<file path="src/rtl/wash_panel.sv">
// wash_panel: front-panel input controller for the washer.
// Debounces the mode and start buttons, holds the selected programme and its
// total time, requests a run from the wash controller over a req/ack handshake,
// and emits setup-stage digit codes for the scan4 display mux.
//
// Ports:
//   clk        system clock
//   rst        asynchronous reset, active-high
//   on         power switch level; low forces OFF
//   bt_mode    raw mode button (asynchronous, active-high)
//   bt_start   raw start button (asynchronous, active-high)
//   start_ack  wash controller accepted the run
//   done       one-cycle pulse: wash controller finished
//   mode       selected programme
//   wash_time  programme time in seconds (binary)
//   start_req  run request, held until start_ack
//   d1,d2,d3,d0 digit codes (0-9 numeric, 10 = end code, 11 = blank)
//   setup_led  high while in IDLE
module wash_panel #(
  parameter int unsigned DEB_CYCLES = 2_000_000,
  parameter logic [7:0]  T_SPIN     = 8'd20,
  parameter logic [7:0]  T_SMALL    = 8'd60,
  parameter logic [7:0]  T_MED      = 8'd75,
  parameter logic [7:0]  T_LARGE    = 8'd90
) (
  input  logic       clk,
  input  logic       rst,
  input  logic       on,
  input  logic       bt_mode,
  input  logic       bt_start,
  input  logic       start_ack,
  input  logic       done,
  output logic [1:0] mode,
  output logic [7:0] wash_time,
  output logic       start_req,
  output logic [3:0] d1,
  output logic [3:0] d2,
  output logic [3:0] d3,
  output logic [3:0] d0,
  output logic       setup_led
);

  localparam int unsigned CW = (DEB_CYCLES > 1) ? $clog2(DEB_CYCLES) : 1;
  localparam logic [CW-1:0] CntLast = CW'(DEB_CYCLES - 1);

  localparam logic [3:0] DigEnd   = 4'd10;
  localparam logic [3:0] DigBlank = 4'd11;

  typedef enum logic [2:0] {StOff, StIdle, StReq, StRun, StFin} state_e;

  // ---------------------------------------------------------------------------
  // Button synchronisers and debouncers. Index 0 = mode, 1 = start.
  // ---------------------------------------------------------------------------
  logic [1:0]    raw;
  logic [1:0]    sync1_q, sync2_q;
  logic [1:0]    deb_q;
  logic [1:0]    press_q;
  logic [CW-1:0] cnt_q [2];

  assign raw = {bt_start, bt_mode};

  always_ff @(posedge clk or posedge rst) begin
    if (rst) begin
      sync1_q <= '0;
      sync2_q <= '0;
      deb_q   <= '0;
      press_q <= '0;
      for (int i = 0; i < 2; i++) cnt_q[i] <= '0;
    end else begin
      sync1_q <= raw;
      sync2_q <= sync1_q;
      for (int i = 0; i < 2; i++) begin
        press_q[i] <= 1'b0;
        if (sync2_q[i] != deb_q[i]) begin
          if (cnt_q[i] == CntLast) begin
            deb_q[i]   <= sync2_q[i];
            cnt_q[i]   <= '0;
            // Pulse coincides with the debounced level going high.
            press_q[i] <= sync2_q[i];
          end else begin
            cnt_q[i] <= cnt_q[i] + 1'b1;
          end
        end else begin
          // Level agrees with accepted state: any partial count was a glitch.
          cnt_q[i] <= '0;
        end
      end
    end
  end

  logic p_mode, p_start;
  assign p_mode  = press_q[0];
  assign p_start = press_q[1];

  // ---------------------------------------------------------------------------
  // Control FSM
  // ---------------------------------------------------------------------------
  state_e     state_q, state_d;
  logic [1:0] mode_q, mode_d;
  logic [7:0] wt_q, wt_d;

  function automatic logic [7:0] time_of(input logic [1:0] m);
    unique case (m)
      2'b00:   time_of = T_SPIN;
      2'b01:   time_of = T_SMALL;
      2'b10:   time_of = T_MED;
      default: time_of = T_LARGE;
    endcase
  endfunction

  always_comb begin
    state_d = state_q;
    mode_d  = mode_q;
    wt_d    = wt_q;
    if (!on) begin
      state_d = StOff;
      mode_d  = 2'b01;
      wt_d    = T_SMALL;
    end else begin
      unique case (state_q)
        StOff:  state_d = StIdle;
        StIdle: begin
          if (p_start) begin
            state_d = StReq;
          end else if (p_mode) begin
            mode_d = mode_q + 2'b01;
            wt_d   = time_of(mode_q + 2'b01);
          end
        end
        StReq:  if (start_ack) state_d = StRun;
        StRun:  if (done) state_d = StFin;
        StFin:  if (p_mode || p_start) state_d = StIdle;
        default: state_d = StOff;
      endcase
    end
  end

  // Binary to two BCD digits by comparison; wash_time never exceeds 99.
  logic [3:0] tens_d, units_d;
  always_comb begin
    tens_d = 4'd0;
    for (int k = 1; k <= 9; k++) begin
      if (wt_d >= 8'(k * 10)) tens_d = 4'(k);
    end
    units_d = 4'(wt_d - 8'(tens_d) * 8'd10);
  end

  // Output registers are loaded from next-state values so every output is a
  // flop yet reflects a state change on the same edge the state changes.
  logic [3:0] d1_d, d2_d, d3_d, d0_d;
  always_comb begin
    d1_d = DigBlank;
    d2_d = DigBlank;
    d3_d = DigBlank;
    d0_d = DigBlank;
    unique case (state_d)
      StIdle, StReq, StRun: begin
        d1_d = {2'b00, mode_d};
        d3_d = tens_d;
        d0_d = units_d;
      end
      StFin: begin
        d1_d = DigEnd;
        d3_d = 4'd0;
        d0_d = 4'd0;
      end
      default: ;
    endcase
  end

  always_ff @(posedge clk or posedge rst) begin
    if (rst) begin
      state_q   <= StOff;
      mode_q    <= 2'b01;
      wt_q      <= T_SMALL;
      start_req <= 1'b0;
      setup_led <= 1'b0;
      d1        <= DigBlank;
      d2        <= DigBlank;
      d3        <= DigBlank;
      d0        <= DigBlank;
    end else begin
      state_q   <= state_d;
      mode_q    <= mode_d;
      wt_q      <= wt_d;
      start_req <= (state_d == StReq);
      setup_led <= (state_d == StIdle);
      d1        <= d1_d;
      d2        <= d2_d;
      d3        <= d3_d;
      d0        <= d0_d;
    end
  end

  assign mode      = mode_q;
  assign wash_time = wt_q;

endmodule

</file>
<file path="config.mk">
export PLATFORM = sky130hd
export DESIGN_NAME = wash_panel
export DESIGN_NICKNAME = d
export VERILOG_FILES = /design/src/rtl/wash_panel.sv
export SDC_FILE = /design/constraint.sdc
export NUM_CORES = 1
export LEC_CHECK = 0
export CORE_MARGIN = 1.5
export CORE_UTILIZATION = 35
export CTS_CLUSTER_SIZE = 30
export DETAILED_ROUTE_END_ITERATION = 16
export PLACE_DENSITY_LB_ADDON = 0.3
export SLEW_MARGIN = 20
export SYNTH_ARGS = -nofsm -noshare
export SYNTH_HDL_FRONTEND = slang
export SYNTH_SLANG_ARGS = --single-unit
</file>
<file path="constraint.sdc">
create_clock -name clk -period 3.2 [get_ports clk]
set_clock_uncertainty 0.15 [all_clocks]
set_input_delay 0.64 -clock clk [delete_from_list [all_inputs] [get_ports clk]]
set_output_delay 0.64 -clock clk [all_outputs]
set_load 0.05 [all_outputs]
</file>
# Yosys cells after proc, flatten, opt, wreduce, memory -nomap -nowiden
# Cells that the tools add are included.
# word_totals
output_inout_bits	28
register_bits	77
wordCells	84
in_bits	7
# classes
n_eq_ne	14
mul	1
n_lt_le_gt_ge	9
n_reduce_logical	6
addsub	4
n_mux	35
# op_table
cell	n
$mux 21	4
$add 21x1->21 const B	2
$eq 21x21->1 const B	2
$mux 4	8
$mux 8	4
$ge 8x6->1 const B	3
$ge 8x7->1 const B	3
$pmux 4 s2	3
$pmux 7 s3	1
$ge 8x5->1 const B	2
$mux 3	5
$pmux 3 s5	1
$eq 3x2->1 const B	4
$ge 8x4->1 const B	1
$mux 2	4
$eq 3x1->1 const B	2
$eq 3x3->1 const B	2
$mux 1	5
$mul 4x3->3 const B	1
$reduce_and 2->1	2
$sub 4x4->4	1
$logic_not 3->1	1
$reduce_or 3->1	1
$add 2x1->2 const B	1
5 further kinds	6

# Logic depth before layout (Yosys ltp)
# Gate-level depths: netlist of the first run.
# depth
word_depth	20
ltp_mapped	13
ltp_nobuf	13

# Worst setup path before layout of the first run
# OpenSTA, ideal clock, no wires.
# synth_timing
path_kind	register to register
start	reg mode_q[0] (netlist: mode[0])
end	reg d0[3]
period_less_slack_ns	3.205
n_path_buf	0
setup_slack_ns	-0.005
arrival_ns	2.983
t_required_ns	2.978
path_stages_with_launch	13
setup_time_ns	0.072
path_cell_list	dfstp_2 -> inv_1 -> ha_1 -> o31ai_2 -> a21o_2 -> o21ai_1 -> o32ai_2 -> ha_1 -> inv_1 -> fa_1 -> xor2_1 -> xnor3_1 -> o21ai_1
# synth_between
elab_chain_cells	20
elab_cells_between_ends	30
cone_classes	add/sub: 2; mul: 1; order compare: 9; eq/ne: 2; mux: 15; reduce/logical: 1
# synth_rtl
element	line	source
start: declaration	99	logic [1:0] mode_q, mode_d;
start signal: assignment	184	mode_q <= mode_d;
$add 2x1->2 (*)	127	wt_d = time_of(mode_q + 2'b01);
$eq 2x2->1 (tied with other cells)	103	unique case (m)
$pmux 7 s3 (*)	103	
$mux 8 (*)	125	end else if (p_mode) begin
$mux 8 (*)	123	if (p_start) begin
$mux 8 (*)	120	unique case (state_q)
$mux 8 (*)	115	if (!on) begin
$ge 8x4->1	143	if (wt_d >= 8'(k * 10)) tens_d = 4'(k);
$mux 1	143	
$mux 4 (8 in a row)	143	
$mul 4x3->3	145	units_d = 4'(wt_d - 8'(tens_d) * 8'd10);
$sub 4x4->4 (*)	145	
$pmux 4 s2 (*)	156	unique case (state_d)
named net d0_d[3]	150	logic [3:0] d1_d, d2_d, d3_d, d0_d;
end signal: assignment	181	d0 <= DigBlank;
end: declaration	39	output logic [3:0] d0,
# Mark *: on every way through the listed nets, which the timed path passes. The rest lies on a longest branch.
# A chain may end at the register's enable or synchronous reset.

# Final worst setup path of the first run
# layout_timing
start	reg state_q[2]
end	reg d0[3]
# layout_between
elab_chain_cells	16
elab_cells_between_ends	39
cone_classes	add/sub: 1; mul: 1; order compare: 9; eq/ne: 8; mux: 18; reduce/logical: 2
# layout_rtl
element	line	source
start: declaration	98	state_e state_q, state_d;
start signal: assignment	173	state_q <= StOff;
start signal: assignment	183	state_q <= state_d;
$eq 3x1->1	120	
$mux 8	120	
$mux 8	115	
$ge 8x4->1	143	
$mux 1	143	
$mux 4 (8 in a row)	143	
$mul 4x3->3	145	
$sub 4x4->4	145	
$pmux 4 s2 (*)	156	
named net d0_d[3]	150	
# Marks and branches as above.

==> results of run 1 <==
-- registers in the layout (all words and copies together), names as in the netlist --
signal and flops:
d1 3, deb_q 2, state_q 3, press_q 2, d0 4, sync2_q 2
mode 2, wash_time 8, sync1_q 2, start_req 1, setup_led 1, cnt_q 42
d3 4
-- Yosys cell counts, types with 2 or more instances --
library cell / number / area share [%]
a211oi_1: 2 / 0.39
a21oi_1: 16 / 2.1
a31oi_1: 3 / 0.49
and2_1: 5 / 0.82
and3_1: 14 / 2.3
and4_1: 2 / 0.46
buf_2: 2 / 0.26
buf_4: 5 / 0.98
clkbuf_1: 7 / 0.69
conb_1: 2 / 0.20
dfrtp_1: 62 / 41
dfstp_2: 14 / 9.6
ha_1: 6 / 2.0
inv_1: 10 / 0.98
mux2_2: 2 / 0.59
nand2_1: 31 / 3.0
nand2b_1: 3 / 0.49
nand3_1: 24 / 3.1
nand3b_1: 3 / 0.59
nand4_1: 9 / 1.5
nor2_1: 50 / 4.9
nor2b_1: 4 / 0.66
nor3_1: 10 / 1.3
nor3b_1: 4 / 0.79
nor4_1: 3 / 0.49
nor4b_1: 5 / 1.1
o211ai_1: 3 / 0.59
o21a_1: 2 / 0.39
o21ai_0: 9 / 1.2
o21ai_1: 8 / 1.0
or2_2: 3 / 0.49
or3_1: 3 / 0.49
xnor2_1: 13 / 3.0
xor2_1: 26 / 6.0
-- cell type report --
| type | instances | share of cell area (%) |
|---|---|---|
| sequential | 76 | 41.6 |
| multi-input combinational | 288 | 39.6 |
| timing repair buffer | 51 | 10.1 |
| tap | 136 | 3.68 |
| clock buffer | 12 | 3.14 |
| clock inverter | 4 | 1.05 |
| inverter | 11 | 0.892 |
-- metal layers --
metal,track usage (%),vias to the layer above
li1,-,1444
met1,20.1,1423
met2,24.7,52
met3,2.91,17
met4,9.96,0
met5,0,-
-- cells by family (layout without fill, tap and decap cells) --
| group | count (synthesis) | after routing | synth area share [%] |
|---|---|---|---|
| other | 2 | 5 | 0.197 |
| AND/OR/NAND/NOR | 178 | 178 | 24.2 |
| AO/OA/AOI/OAI | 55 | 55 | 9.18 |
| multiplexers | 3 | 3 | 0.852 |
| XOR/XNOR | 40 | 40 | 9.54 |
| buffers and inverters | 26 | 78 | 3.31 |
| flip-flops | 76 | 76 | 50.3 |
| adder cells (fa/ha/maj) | 7 | 7 | 2.49 |
-- through the flow --
step           setup TNS, ns  util (%)  instances  hold WS (ns)  setup slack (ns)
2_1_floorplan              0         -        390         0.181            0.0202
3_3_place_gp        -0.00752      41.8        561         0.188          -0.00752
3_5_place_dp         -0.0258      41.8        561         0.185           -0.0258
4_1_cts                    0      43.7        577         0.202           0.00774
5_1_grt              -0.0664      44.2        578         0.222           -0.0664
6_report                   0      44.2        578         0.200            0.0588
-- power by group through the flow --
stage / Sequential, mW / Combinational, mW / Clock, mW
final: 0.996 / 0.154 / 0.723
after global routing: 0.999 / 0.168 / 0.789
after detailed placement: 1.01 / 0.155 / 0
after floorplan: 1.05 / 0.0738 / 0
after global placement: 1.01 / 0.154 / 0
after CTS: 0.996 / 0.156 / 0.750
-- critical path, cell delays in order, from the launching register on --
cell and delay, ns:
dfrtp_1 0.41, or4b_4 0.62, nor2_4 0.20, o211a_1 0.19, o21ai_2 0.07, o32ai_2 0.30
ha_2 0.22, inv_1 0.04, fa_2 0.32, xor2_1 0.18, xnor3_1 0.22, o21ai_1 0.14
-- repair_timing --
action                                 CTS  global route
gates cloned                             0             0
setup buffers                            0             1
pin swaps                                1             7
setup endpoints to repair                1             2
endpoints found under the hold margin    0             0
resized for setup                        0             9
-- path summary, 6_finish.rpt --
kind,from,cells after the start,slack [ns],end
min in group asynchronous,rst,2,0.48,cnt_q[2]
worst max-delay path,state_q[2],11,0.06,d0[3]
max in group asynchronous,rst,3,1.72,wash_time[4]
worst min-delay path,sync1_q[0],0,0.20,sync2_q[0]
worst min register to register,sync1_q[0],0,0.20,sync2_q[0]
worst max register to register,state_q[2],11,0.06,d0[3]
==> impl_results.md, run 1 <==
- Outcome: finished clean
- Critical Path Source Type: register
- Metal-1 WL: between 3000 and 4000 um
- Crit path arrival time: 3.27 ns
- Post-route cell area: approximately 4600 um^2
- FILL cells: ~1000
- Hold Fails Final Rpt: 0
- Worst Setup End Kind: register
- Tightest Pin Transition: about 0.64 ns
- Power share of the combinational group: 8.2%
- Footprint of the multi-input gates: roughly 1800 um^2
- Asr flop ratio synth: 100%
- Routed wire per std cell: approximately 15 um
- Leakage: 1.99 nW
- Max Fclk: about 320 MHz
- Synth Warn #: 0
- Internal Power: ~1.4 mW
- Sequential cell area fraction in the yosys report: between 50% and 60%
- N_diodes: 0
- Vias per inst: 5.08
- Initial DRC Count: around 170
- Peak supply drop: around 0.17 mV
- Reg area: 1920 um^2
- Post-synth cell types: 56
- Synthesized flop and latch total: 76
- Gr ovfl total: 0
- Initial core utilization: 36.5%
- Worst EP required: about 3.3 ns
- Leading cell types in the layout, fill and taps excluded: dfrtp_1 (62), nor2_1 (50), nand2_1 (31)
- Final Setup Violations: 0
- FP Rows: 37
- CTS tree: built
- Via count: ~2900
- All-Layer GR Usage: between 10% and 20%
- Inserted Clock Buffers: 9
- Syn_area_per_cell: 9.86 um^2
- Gate Count Post-Synth: about 390
- Initial antenna violation count: 0
- I/O pins: 35
- Height of the chip: 107 um
- Top layer in use: met4
- Met2 routed WL: ~4000 um
- Period utilisation layout: between 90% and 100%
- Commonest non-fill, non-tap cell in the layout: dfrtp_1
- Clock power frac: between 30 and 40%
- Seq pwr share: roughly 53%
- Number of global-route vias before repair: between 2000 and 3000
- Area Growth Syn to Fin: 21.2%
- Largest net degree at the start of global routing: 56
- Power Density: 405 nW/um^2
- Pre-antenna DRT Iters: 4
- # hold bufs at CTS: 0
- Sink Count: between 70 and 80
- Worst skew pair latency: 0.35 ns
- Port buffer count: 29
- Tot Pwr: 1.87 mW
- DRC violations left: 0
- Maximum root-to-sink buffer count: 2
- Min Tclk post-route: about 3.1 ns
- RSZ-0062 raised after global routing: yes
- Synthesized cell area: between 3000 and 4000 um^2
- Slew Viols, Final: 0
- Max cap viols: 0
- First-pass GRT wire length: between 10000 and 15000 um
- GP Congestion: roughly 0.95
- Nets@finish: about 450
- Share of layout cells above drive strength 1: between 15 and 20%
- Critical path class: register to register
- CP max FO: 6
- EDFF count, synth: 0
- Placed inst area: ~4400 um^2
- Die W: 107 um
- Met3 WL post-DR: around 260 um
- DRT antenna net count: 0
- Switch share: between 20% and 30%
- Net Sw Power: ~0.46 mW
- CTS root buf: clkbuf_8
- Core area: around 10000 um^2
- Total die area: 11500 um^2
- Dominant synthesized flop cell: dfrtp_1
- Worst slew margin: between 50% and 60%
- Hold WC Path Type: register to register
- WL final: 8390 um
- Detailed Place HPWL: 5870 um
- Clk slew on worst S/H paths: roughly 0.08 ns
- H-tree levels: 3
(Power assumes the default switching activity.)
==> inputs of run 2 (changes only) <==
- CORE_UTILIZATION: 35 -> 34
- GPL_TIMING_DRIVEN: default -> 0
==> run 2 against run 1 <==
  * The flow now finishes with violations (negative setup slack)
  * Wire length fell by 2.2%
  * Design area rose by 2.6%
  * Sequential cell count did not move
  * Sequential share of layout area fell by 1.0 points
  * Clock power rose by 13%
  * Cell count rose by 1.7%
  * Combinational power rose by 6%
  * Critical path type unchanged
  * Global-route usage fell by 0.84 points
==> impl_results.md, run 2 (same netlist as run 1, synthesis figures left out) <==
- Placed inst area: between 4000 and 5000 um^2
- Critical path class: register to register
- Number of global-route vias before repair: 2776
- Seq pwr share: 50.4%
- Area Growth Syn to Fin: 24.4%
- First-pass GRT wire length: between 10000 and 15000 um
- Outcome: finished with violations
- WHS: roughly 0.20 ns
- Net Sw Power: between 0.4 and 0.5 mW
- Tightest Pin Transition: approximately 0.55 ns
- Share of layout cells above drive strength 1: 17.6%
- Nets@finish: about 460
- N_diodes: 0
- CTS root buf: clkbuf_8
- Gr ovfl total: 0
- Max cap viols: 0
- CTS tree: built
- Min Tclk post-route: between 3 and 4 ns
- Leading cell types in the layout, fill and taps excluded: dfrtp_1 (60), nor2_1 (50), nand2_1 (30)
- Vias per inst: about 5
- Clk slew on worst S/H paths: ~0.070 ns
- Initial core utilization: 35.1%
- DRC violations left: 0
- Hold Fails Final Rpt: 0
- Post-place setup slack: -0.425 ns
- Max reg flops: 42
- RSZ-0062 raised after global routing: yes
- Max Fclk: between 300 and 400 MHz
- Post-route cell area: 4750 um^2
- Detailed Place HPWL: roughly 5600 um
- H-tree levels: 3
- Slowest stage cell, crit path: or4b_4
- Hold WC Path Type: register to register
- Commonest non-fill, non-tap cell in the layout: dfrtp_1
- CP peak stage delay: 0.58 ns
- Power share of the combinational group: 8.2%
- Failing checks: negative setup slack
- Worst skew pair latency: 0.35 ns
- Sink Count: 76
- Internal Power: 1.50 mW
- Critical Path Source Type: register
- Worst EP required: about 3.3 ns
- FP Rows: 38
- Initial DRC Count: ~170
- Leakage: 2.04 nW
- I/O pins: 35
- RR Endpoint: d0[3]
- Final Setup Violations: 1
- Crit path arrival time: between 3 and 4 ns
- Critical R2R Launch: state_q[2]
- Period utilisation layout: 101%
- Power Density: roughly 420 nW/um^2
- Crit-path cells: or4b_4 > nor2_4 > buf_6 > o211ai_1 > and2_4 > o32ai_4 > ha_2 > inv_2 > fa_2 > xor2_1 > xnor3_1 > o21ai_2
- WL final: 8200 um
- Setup crit start: state_q[2]
- Worst slew margin: a little under two thirds
- Height of the chip: 109 um
- Final worst slack: -0.0345 ns
- Worst Setup End Kind: register
- Reg2reg path depth: 12
- GP Congestion: just under 0.9
- Peak supply drop: just under 0.2 mV
- Largest net degree at the start of global routing: 46
- All-Layer GR Usage: between 10% and 20%
- Slew Viols, Final: 0
- Die W: approximately 110 um
- CP Capture Point: d0[3]
- DRT antenna net count: 0
- Maximum root-to-sink buffer count: 2
- CP max FO: 4
- Routed wire per std cell: roughly 14 um
- Pre-antenna DRT Iters: 4
- Core area: approximately 11000 um^2
- Worst reg-to-reg setup slack: -0.03 ns
- Via count: around 3000
- Port buffer count: 29
- Inserted Clock Buffers: 9
- Largest Register: cnt_q
- Tot Pwr: ~2 mW
- Switch share: between 20% and 30%
- Clock power frac: 41.4%
- # hold bufs at CTS: 0
- Total die area: ~12000 um^2
- Initial antenna violation count: 0
[run 2: changes by cell type in the layout (fill, tap and decap cells not counted), moves of 2 or more]
cell	delta
buf_4	-4
clkbuf_1	+5
dfrtp_1	-2
dfrtp_2	+2
buf_6	+2
clkinv_2	-2
[run 2: layer usage]
| layer | vias to the layer above | track usage, % | wire length (um) |
|---|---|---|---|
| met1 | 1435 | 19.8 | 3800 |
| met3 | 11 | 3.71 | 353 |
| met4 | 0 | 5.55 | 132 |
| li1 | 1450 | - | - |
| met2 | 68 | 23.6 | 3910 |
| met5 | - | 0 | 0 |
[run 2: layout make-up]
| cell class | count | area, um^2 |
|---|---|---|
| multi-input cells | 288 | 1880 |
| clock inverters | 5 | 85.1 |
| plain buffers | 15 | 92.6 |
| repair buffers | 42 | 400 |
| well taps | 140 | 175 |
| clock buffers | 11 | 141 |
| fillers | 1068 | 6140 |
| flip-flops and latches | 76 | 1930 |
| inverters | 11 | 43.8 |
[run 2: critical path, delay by kind of cell (launching register included)]
kind,cells,cell delay [ns]
DFF,1,0.43
adders and majority gates,2,0.54
AOI/OAI and AO/OA,3,0.58
xor gates and xnor gates,2,0.42
buffers and inverters,2,0.14
and+or+nand+nor,3,0.89
[run 2: worst min path at each step]
stage	startpoint	endpoint	slack, ns	depth (start not counted)
3_3_place_gp	sync1_q[0]	sync2_q[0]	0.19	0
5_1_grt	sync1_q[1]	sync2_q[1]	0.21	0
2_1_floorplan	sync1_q[0]	sync2_q[0]	0.18	0
3_5_place_dp	sync1_q[1]	sync2_q[1]	0.19	0
4_1_cts	sync1_q[1]	sync2_q[1]	0.20	0
6_report	sync1_q[1]	sync2_q[1]	0.20	0
[run 2: through the flow]
stage / std cells / setup TNS (ns) / util [%]
2_1_floorplan: 390 / 0 / -
3_3_place_gp: 559 / -49.83 / 39.5
3_5_place_dp: 560 / -0.641 / 39.7
4_1_cts: 582 / -0.0958 / 42.9
5_1_grt: 588 / -0.126 / 43.6
6_report: 588 / -0.0345 / 43.6
[run 2: repair_timing]
| action | CTS | global route |
|---|---|---|
| buffers inserted | 6 | 6 |
| pin swaps | 9 | 8 |
| resized for setup | 16 | 9 |
| setup endpoints to repair | 1 | 2 |
[run 2: power by group through the flow]
stage	clock network, mW	logic (mW)	registers (mW)
2_1_floorplan	0	0.0738	1.05
3_3_place_gp	0	0.153	1.01
3_5_place_dp	0	0.157	1.01
4_1_cts	0.847	0.162	0.996
5_1_grt	0.886	0.177	0.999
6_report	0.819	0.163	0.996
==> inputs of run 3 (changes only) <==
- PLACE_DENSITY_LB_ADDON: 0.3 -> default
- SLEW_MARGIN: 20 -> default
==> run 3 against run 2 <==
  * The run still ends with negative setup slack left
  * Cell count fell by 0.85%
  * Utilization fell by 0.18 points
  * Register-to-register slack barely moved
  * Via count fell by 0.57%
  * Clock power rose by 16%
  * Critical path type unchanged
==> impl_results.md, run 3 (same netlist as run 1, synthesis figures left out) <==
- # hold bufs at CTS: 0
- First-pass GRT wire length: ~14000 um
- Worst Hold Launch: sync1_q[0]
- Final Setup Violations: 1
- Detailed Place HPWL: between 5000 and 6000 um
- Height of the chip: 109 um
- Inserted Clock Buffers: 9
- Failing checks: negative setup slack
- Worst reg-to-reg setup slack: -0.03 ns
- Pre-antenna DRT Iters: 4
- Critical Path Source Type: register
- Leading cell types in the layout, fill and taps excluded: dfrtp_1 (61), nor2_1 (50), nand2_1 (30)
- N_diodes: 0
- Post-place setup slack: -0.414 ns
- Initial DRC Count: between 150 and 200
- FILL cells: ~1100
- Initial core utilization: a little over a third
- FP Rows: 38
- Hold-critical path depth: 0
- CTS tree: built
- Largest net degree at the start of global routing: 63
- Post-route cell area: roughly 4700 um^2
- Max cap viols: 0
- GP Congestion: approximately 0.86
- All-Layer GR Usage: 14.9%
- Area Growth Syn to Fin: 23.9%
- Initial antenna violation count: 0
- Leakage: approximately 2.0 nW
- RSZ-0062 raised after global routing: yes
- Placed inst area: 4330 um^2
- Commonest non-fill, non-tap cell in the layout: dfrtp_1
- Core area: between 10000 and 15000 um^2
- DRT antenna net count: 0
- Hold Fails Final Rpt: 0
- Internal Power: ~1.6 mW
- Reg2reg path depth: 12
- Seq pwr share: a little under half
- RR Endpoint: d0[3]
- Max reg flops: between 40 and 50
- Worst slew margin: around two thirds
- Total die area: around 12000 um^2
- CTS root buf: clkbuf_8
- Final cell count without fillers: 583
- Worst EP required: approximately 3.3 ns
- Gr ovfl total: 0
- Share of layout cells above drive strength 1: about 16%
- Worst Setup End Kind: register
- H-tree levels: 3
- Nets@finish: around 450
- Outcome: finished with violations
- Sink Count: 76
- Worst skew pair latency: 0.36 ns
- Placed insts: 560
- Via count: roughly 3000
- Power Density: 446 nW/um^2
- WHS: between 0.2 and 0.25 ns
- Largest Register: cnt_q
- Period utilisation layout: 101%
- Power share of the combinational group: under 10%
- Tightest Pin Transition: between 0.5 and 0.6 ns
- Vias per inst: 5.05
- DRC violations left: 0
- Die W: 109 um
- Peak supply drop: 0.248 mV
- Net Sw Power: between 0.4 and 0.5 mW
- Clock power frac: 45.0%
- Maximum root-to-sink buffer count: 2
- I/O pins: 35
- Slew Viols, Final: 0
- CP max FO: 5
- Critical path class: register to register
- Switch share: between 20% and 30%
- WL final: 8260 um
- Worst Hold Endpoint: sync2_q[0]
- Crit path arrival time: approximately 3.4 ns
- Clk slew on worst S/H paths: ~0.090 ns
- Min Tclk post-route: between 3 and 4 ns
- Final worst slack: -0.0326 ns
- Port buffer count: 29
- Number of global-route vias before repair: between 2000 and 3000
- Routed wire per std cell: around 14 um
- Max Fclk: just over 300 MHz
- Critical R2R Launch: state_q[2]
- Hold WC Path Type: register to register
==> run 3: changes by cell type in the layout (fill, tap and decap cells not counted), sizes merged <==
cell / previous run / this run
buf: 21 / 15
bufinv: 2 / 4
clkbuf: 18 / 19
clkinvlp: 1 / 0
clkinv: 2 / 1
==> run 3: worst max-delay path: stages, from the launching register on <==
cell      delay [ns]
dfrtp_2         0.45
or4b_4          0.60
nor2_4          0.12
buf_6           0.11
o211ai_1        0.12
and2_4          0.19
o32ai_4         0.28
ha_2            0.21
inv_2           0.03
fa_2            0.32
xor2_1          0.19
xnor3_1         0.24
o21ai_1         0.13
==> run 3: cell type report <==
type,count,area [um^2],share of cell area (%)
flip-flops and latches,76,1920,40.7
multi-input cells,288,1860,39.4
repair buffers,37,370,7.83
well taps,140,175,3.70
clock buffers,11,131,2.78
clock inverters,5,125,2.65
plain buffers,15,95.1,2.01
inverters,11,43.8,0.926
==> run 3: metrics by stage <==
step | utilization [%] | setup TNS [ns] | total power, mW
after floorplan | - | 0 | 1.12
after global placement | 39.5 | -49.85 | 1.17
after detailed placement | 39.7 | -0.645 | 1.17
after CTS | 43.0 | -0.0204 | 2.14
after global routing | 43.4 | -0.174 | 2.20
final | 43.4 | -0.0326 | 2.11
==> run 3: worst max-delay path by stage <==
stage / slack (ns) / endpoint / startpoint / cells after the start
final: -0.03 / d0[3] / state_q[2] / 12
after global routing: -0.17 / d0[3] / state_q[0] / 13
after CTS: -0.02 / d0[3] / state_q[2] / 12
after detailed placement: -0.41 / d0[3] / on / 10
after global placement: -0.79 / start_req / rst / 2
after floorplan: 0.02 / d0[3] / mode[0] / 12
==> run 3: power groups by stage <==
stage	logic [mW]	clock network [mW]	registers, mW
2_1_floorplan	0.0738	0	1.05
3_5_place_dp	0.159	0	1.01
3_3_place_gp	0.153	0	1.01
5_1_grt	0.179	1.02	0.999
4_1_cts	0.162	0.978	0.996
6_report	0.165	0.948	0.996
==> run 3: metal layers <==
layer | part of all wire, % | vias to the layer above | global-route usage [%]
li1 | - | 1440 | -
met1 | 48 | 1406 | 20.3
met2 | 44 | 82 | 22.2
met3 | 5.0 | 19 | 2.99
met4 | 2.6 | 0 | 7.89
met5 | 0 | - | 0
==> run 3: what timing repair did <==
| action | 4_1_cts | 5_1_grt |
|---|---|---|
| resized for setup | 13 | 9 |
| buffers inserted | 5 | 2 |
| pin swaps | 5 | 3 |
| setup endpoints to repair | 1 | 2 |
